===== config.mk =====
export PLATFORM = sky130hd
export DESIGN_NAME = bram_arbiter
export DESIGN_NICKNAME = d
export VERILOG_FILES = /design/src/rtl/bram_arbiter_pkg.sv /design/src/rtl/bram_arbiter_pick.sv /design/src/rtl/bram_arbiter.sv
export SDC_FILE = /design/constraint.sdc
export NUM_CORES = 1
export LEC_CHECK = 0
export CAP_MARGIN = 20
export CELL_PAD_IN_SITES_DETAIL_PLACEMENT = 1
export CELL_PAD_IN_SITES_GLOBAL_PLACEMENT = 1
export CORE_UTILIZATION = 26
export DETAILED_ROUTE_END_ITERATION = 10
export GPL_TIMING_DRIVEN = 0
export HOLD_SLACK_MARGIN = 0.03
export PLACE_DENSITY = 0.86
export SLEW_MARGIN = 20
export SYNTH_ARGS = -nofsm -noshare
export SYNTH_HDL_FRONTEND = slang
export SYNTH_SLANG_ARGS = --single-unit

===== constraint.sdc =====
create_clock -name i_clock -period 1.49 [get_ports i_clock]
set_input_delay 0.2235 -clock i_clock [delete_from_list [all_inputs] [get_ports i_clock]]
set_output_delay 0.2235 -clock i_clock [all_outputs]
set_load 0.05 [all_outputs]

===== src/rtl/bram_arbiter_pkg.sv =====
// Shared types for the two-master block-RAM arbiter.
package bram_arbiter_pkg;

  localparam int unsigned ADDR_W = 32;

  typedef enum logic [1:0] {IDLE, ISSUE, WAIT, ACK} bram_arb_state_t;

  typedef logic master_sel_t;

  localparam master_sel_t SEL_M0 = 1'b0;
  localparam master_sel_t SEL_M1 = 1'b1;

endpackage


===== src/rtl/bram_arbiter_pick.sv =====
// Winner select between the two masters.
// BRAM_ARBITER_ROUND_ROBIN_EN: ties go to the master not granted last time; otherwise m0 always wins.
module bram_arbiter_pick
  import bram_arbiter_pkg::*;
(
  input  logic        req0,
  input  logic        req1,
`ifdef BRAM_ARBITER_ROUND_ROBIN_EN
  input  master_sel_t last,
`endif
  output logic        any,
  output master_sel_t sel
);

  always_comb begin
    any = req0 | req1;
`ifdef BRAM_ARBITER_ROUND_ROBIN_EN
    if (req0 && req1) begin
      sel = ~last;
    end else begin
      sel = req0 ? SEL_M0 : SEL_M1;
    end
`else
    sel = req0 ? SEL_M0 : SEL_M1;
`endif
  end

endmodule


===== src/rtl/bram_arbiter.sv =====
// Serialises two masters onto one single-port block RAM and steers responses back.
// BRAM_ARBITER_ROUND_ROBIN_EN selects round-robin tie breaking (default: fixed priority to m0).
module bram_arbiter
  import bram_arbiter_pkg::*;
#(
  parameter int unsigned WIDTH = 32
) (
  input  logic              i_clock,
  input  logic              i_reset,
  input  logic              i_m0_request,
  input  logic              i_m0_rw,
  input  logic [ADDR_W-1:0] i_m0_address,
  input  logic [WIDTH-1:0]  i_m0_wdata,
  output logic [WIDTH-1:0]  o_m0_rdata,
  output logic              o_m0_ready,
  output logic              o_m0_valid,
  input  logic              i_m1_request,
  input  logic              i_m1_rw,
  input  logic [ADDR_W-1:0] i_m1_address,
  input  logic [WIDTH-1:0]  i_m1_wdata,
  output logic [WIDTH-1:0]  o_m1_rdata,
  output logic              o_m1_ready,
  output logic              o_m1_valid,
  output logic              o_request,
  output logic              o_rw,
  output logic [ADDR_W-1:0] o_address,
  output logic [WIDTH-1:0]  o_wdata,
  input  logic [WIDTH-1:0]  i_rdata,
  input  logic              i_ready,
  input  logic              i_valid
);

  bram_arb_state_t state;
  master_sel_t     grant;
  master_sel_t     sel;
  logic            any;

`ifdef BRAM_ARBITER_ROUND_ROBIN_EN
  master_sel_t     last;
`endif

  bram_arbiter_pick u_pick (
    .req0 (i_m0_request),
    .req1 (i_m1_request),
`ifdef BRAM_ARBITER_ROUND_ROBIN_EN
    .last (last),
`endif
    .any  (any),
    .sel  (sel)
  );

  // Command regs are latched in IDLE only, so later master changes are ignored.
  always_ff @(posedge i_clock) begin
    if (i_reset) begin
      state      <= IDLE;
      grant      <= SEL_M0;
`ifdef BRAM_ARBITER_ROUND_ROBIN_EN
      last       <= SEL_M1;
`endif
      o_request  <= 1'b0;
      o_rw       <= 1'b0;
      o_address  <= '0;
      o_wdata    <= '0;
      o_m0_rdata <= '0;
      o_m0_ready <= 1'b0;
      o_m0_valid <= 1'b1;
      o_m1_rdata <= '0;
      o_m1_ready <= 1'b0;
      o_m1_valid <= 1'b1;
    end else begin
      o_request  <= 1'b0;
      o_m0_ready <= 1'b0;
      o_m1_ready <= 1'b0;
      case (state)
        IDLE: begin
          if (any) begin
            grant     <= sel;
`ifdef BRAM_ARBITER_ROUND_ROBIN_EN
            last      <= sel;
`endif
            o_rw      <= (sel == SEL_M1) ? i_m1_rw      : i_m0_rw;
            o_address <= (sel == SEL_M1) ? i_m1_address : i_m0_address;
            o_wdata   <= (sel == SEL_M1) ? i_m1_wdata   : i_m0_wdata;
            o_request <= 1'b1;
            state     <= ISSUE;
          end
        end
        ISSUE: state <= WAIT;
        WAIT: begin
          if (i_ready) begin
            if (grant == SEL_M1) begin
              if (!o_rw) o_m1_rdata <= i_rdata;
              o_m1_valid <= i_valid;
              o_m1_ready <= 1'b1;
            end else begin
              if (!o_rw) o_m0_rdata <= i_rdata;
              o_m0_valid <= i_valid;
              o_m0_ready <= 1'b1;
            end
            state <= ACK;
          end
        end
        ACK:     state <= IDLE;
        default: state <= IDLE;
      endcase
    end
  end

endmodule


==> results of run 1 <==
==> layout make-up <==
class	count	area, um^2
fillers	2423	11560
repair buffers	311	3306
multi-input cells	418	2844
flip-flops and latches	137	2749
plain buffers	53	462.9
clock buffers	18	439.2
well taps	280	350.3
clock inverters	14	161.4
inverters	3	16.27
==> logic make-up after synthesis <==
family                     count (synthesis)  share of synthesized area, %
AOI/OAI and AO/OA                        138                         20.55
adders and majority gates                  4                        0.8588
buffers and inverters                     57                         5.861
DFF                                      137                         47.06
muxes                                     66                         11.34
and+or+nand+nor                          210                         14.34
==> through the flow <==
| step | instance area [um^2] | utilization (%) |
|---|---|---|
| after floorplan | 5828 | - |
| final | 10330 | 47.18 |
| after CTS | 10020 | 45.76 |
| after detailed placement | 9181 | 41.94 |
| after global routing | 10330 | 47.18 |
| after global placement | 9181 | 41.94 |
==> sequential cells by signal (all words and copies together) (netlist names) <==
name and flops:
o_address 32, o_m0_rdata 32, o_m1_rdata 32, o_wdata 32, state 2, grant 1, o_m0_ready 1, o_m0_valid 1
o_m1_ready 1, o_m1_valid 1, o_request 1, o_rw 1
==> what timing repair did <==
action                     4_1_cts  5_1_grt
pin swaps                        2       26
setup endpoints to repair      266      134
cloned                           0        6
gates resized for setup        428       65
buffers inserted                 1        4
==> cells in the final DEF, fill, tap and decap left out, types with 2 or more instances in the layout <==
master	instances
sky130_fd_sc_hd__o41ai_1	2
sky130_fd_sc_hd__buf_4	13
sky130_fd_sc_hd__inv_6	5
sky130_fd_sc_hd__clkbuf_2	14
sky130_fd_sc_hd__clkbuf_16	23
sky130_fd_sc_hd__buf_2	9
sky130_fd_sc_hd__dfxtp_2	2
sky130_fd_sc_hd__a21oi_2	2
sky130_fd_sc_hd__clkbuf_1	5
sky130_fd_sc_hd__o21ai_0	2
sky130_fd_sc_hd__buf_8	5
sky130_fd_sc_hd__buf_12	4
sky130_fd_sc_hd__o21a_1	2
sky130_fd_sc_hd__clkdlybuf4s50_1	165
sky130_fd_sc_hd__nor2b_1	4
sky130_fd_sc_hd__clkdlybuf4s15_2	124
sky130_fd_sc_hd__ha_4	2
sky130_fd_sc_hd__buf_6	10
sky130_fd_sc_hd__ha_1	2
sky130_fd_sc_hd__nand2_1	130
sky130_fd_sc_hd__clkinvlp_4	2
sky130_fd_sc_hd__a211oi_2	64
sky130_fd_sc_hd__dfxtp_1	134
sky130_fd_sc_hd__clkbuf_4	6
sky130_fd_sc_hd__nor2_2	14
sky130_fd_sc_hd__mux2i_1	66
sky130_fd_sc_hd__clkinv_4	3
sky130_fd_sc_hd__nor2_1	53
sky130_fd_sc_hd__inv_4	2
sky130_fd_sc_hd__bufinv_16	2
sky130_fd_sc_hd__a21oi_1	63
==> how the worst min path moves through the flow <==
stage | from | endpoint | slack [ps]
finish | i_ready | o_m0_ready | 260
detailed placement | o_m1_rdata[8] | o_m1_rdata[8] | 450
floorplan | i_valid | o_m0_valid | 340
CTS | i_rdata[14] | o_m0_rdata[14] | 360
global placement | o_m1_rdata[14] | o_m1_rdata[14] | 440
global route | i_ready | o_m0_ready | 290
==> power by group <==
| part | total (W) | leakage (nW) | internal [W] | switching, W |
|---|---|---|---|---|
| Clock | 0.00434 | 0.290 | 0.00255 | 0.00179 |
| Sequential | 0.00501 | 1.12 | 0.00450 | 0.000506 |
| Combinational | 0.00908 | 2.44 | 0.00346 | 0.00562 |
==> layer usage <==
| layer | up-vias | routed length [um] | global-route usage, % |
|---|---|---|---|
| met5 | - | 0 | 0 |
| met4 | 0 | 258 | 4.752 |
| met3 | 17 | 2091 | 6.946 |
| met2 | 200 | 11780 | 34.59 |
| met1 | 2750 | 8543 | 20.12 |
| li1 | 2758 | - | - |
==> worst reg2reg max path: stages (launching register included) <==
cell,delay [ps]
sky130_fd_sc_hd__dfxtp_4,380
sky130_fd_sc_hd__inv_4,40
sky130_fd_sc_hd__ha_4,160
sky130_fd_sc_hd__o21a_1,110
sky130_fd_sc_hd__buf_6,140
sky130_fd_sc_hd__buf_12,150
sky130_fd_sc_hd__clkbuf_16,160
sky130_fd_sc_hd__nor2_1,120
sky130_fd_sc_hd__a211oi_2,40
==> synthesized netlist by cell type, types with 2 or more instances <==
master,count
sky130_fd_sc_hd__a211oi_2,65
sky130_fd_sc_hd__a21oi_1,65
sky130_fd_sc_hd__buf_1,6
sky130_fd_sc_hd__buf_2,15
sky130_fd_sc_hd__buf_4,7
sky130_fd_sc_hd__buf_6,11
sky130_fd_sc_hd__clkbuf_1,15
sky130_fd_sc_hd__dfxtp_1,137
sky130_fd_sc_hd__ha_1,4
sky130_fd_sc_hd__inv_1,3
sky130_fd_sc_hd__mux2i_1,66
sky130_fd_sc_hd__nand2_1,130
sky130_fd_sc_hd__nor2_1,67
sky130_fd_sc_hd__nor2b_1,4
sky130_fd_sc_hd__nor3b_1,2
sky130_fd_sc_hd__o21a_1,2
sky130_fd_sc_hd__o21ai_0,2
sky130_fd_sc_hd__o41ai_1,2
==> impl_metrics.json, run 1 <==
{
  "routabilityCongestion": 0.7650,
  "syn-cell-area_um2": 5828,
  "synth_edf_count": 0,
  "status": "complete, no violations",
  "critical_path.cell_chain": "inv_4, ha_4, o21a_1, buf_6, buf_12, clkbuf_16, nor2_1, a211oi_2",
  "drt-pass1-iter-count": 4,
  "synth-seq-cells": 137,
  "first_global_vias": 5908,
  "worst_hold_path.num_cells": 3,
  "power.ir.vdd_worst_mv": 0.7315,
  "final_period_demand_of_the_worst_path_ps": 1443,
  "cts_num_sinks": 137,
  "routedWlPerCell_um": 18.37,
  "ys_async_sr_fraction_pct": 0,
  "r2r_start": "state[1]",
  "path_buf_inv": 4,
  "tritoncts_clock_tree": "built",
  "destination_of_the_critical_timing_path": "o_address[26]",
  "max_cap_viol_count": 0,
  "hold_violations": 0,
  "worstPathArrival_ps": 1730,
  "total_power_w": 0.01843,
  "place.detailed.hpwl_um": 16820,
  "p_leak_nw": 3.849,
  "slowest_stage": "sky130_fd_sc_hd__dfxtp_4",
  "drt-total-wl_um": 22670,
  "largest_net_degree_at_the_start_of_global_routing": 17,
  "crit_path_start_kind": "flip-flop",
  "reg2regPathDepth": 8,
  "htree_num_levels": 4,
  "placement_rows": 54,
  "setup.worst_path.end_class": "flip-flop",
  "synth.avg_cell_area_um2": 9.523,
  "place.detailed.instances": 1192,
  "drive_gt1_share_pct": 32.91,
  "crit_family": "buffers and inverters",
  "numCtsBuffers": 17,
  "coreArea_um2": 21890,
  "clockRootBuffer": "sky130_fd_sc_hd__clkbuf_16",
  "chipHeight_um": 151.7,
  "post_drt_via_cell_ratio": 4.639,
  "critical_path.startpoint": "state[1]",
  "hold_slack_ps": 263.3,
  "final-instance-count-excl-fill": 1234,
  "yosys-top-cells-area": "sky130_fd_sc_hd__dfxtp_1 47%, sky130_fd_sc_hd__a211oi_2 14%, sky130_fd_sc_hd__mux2i_1 11%",
  "clock-skew-final_ps": 9.585,
  "critPathMaxFanout": 8,
  "timing.final.crit_share_pct": 96.82,
  "vias": 5725,
  "yosysSeqAreaShare_pct": 47.06,
  "critical_path.max_stage_delay_ps": 380,
  "antenna_found_initial": 0,
  "port_buffers": 300,
  "tightest_slew_ps": 537.6,
  "synth_top_area_share_pct": 47.06,
  "fin_ws_ps": 47.43,
  "max_clock_freq_mhz": 693.2,
  "yosysUniqueCellTypes": 27,
  "dieArea_um2": 23020,
  "synth_area_leader_cell": "sky130_fd_sc_hd__dfxtp_1",
  "data_required_critical_path_ps": 1780,
  "effective_utilization_at_floorplan_pct": 26.62,
  "global_route_wire_length_before_repair_um": 32660,
  "final_nets": 1113,
  "clk-insertion-delay-late_ps": 420,
  "cts.clk_slew.worst_paths_ps": 60,
  "setup_repair_after_global_routing_missed_its_margin": "yes",
  "setup_viol": 0,
  "ios": 302,
  "postRouteAntennaNets": 0,
  "grt-ovfl-total": 0,
  "die_x_extent_um": 151.7,
  "clk_path_buf_depth": 2,
  "reg_to_reg_endpoint": "o_address[26]",
  "timing.setup.critical_path_class": "flip-flop to flip-flop",
  "drc": 0,
  "drt-initial-drc-count": 149,
  "max_slew_violation_total_from_the_final_report": 0,
  "num_antenna_cells": 0,
  "detailedPlace.worstSlack_ps": -573.1,
  "synth-main-ff-cell": "sky130_fd_sc_hd__dfxtp_1",
  "synth_warnings": 0,
  "global_route.usage.total_pct": 18.82,
  "synth_to_layout_area_growth_pct": 77.22,
  "hold_buffers": 0,
  "crit_cells": 8,
  "postSynthCellCount": 612,
  "relative_slew_margins_pct": 64.16,
  "ff2ff_setup_slack_ps": 50,
  "worst_hold_path_type": "input pin to flip-flop",
  "postSynthNetCount": 784,
  "setup_total_negative_slack_ps": 0,
  "power.density_cell_area_nw_per_um2": 1784
}
No activity file was read; power rests on OpenSTA's default activity.
==> run 2, diff against run 1 <==
ABC_CLOCK_PERIOD_IN_PS = 1490   (was default)
==> results of run 2 <==
Same layout as run 1: the final DEF is identical, and so are final timing and power.
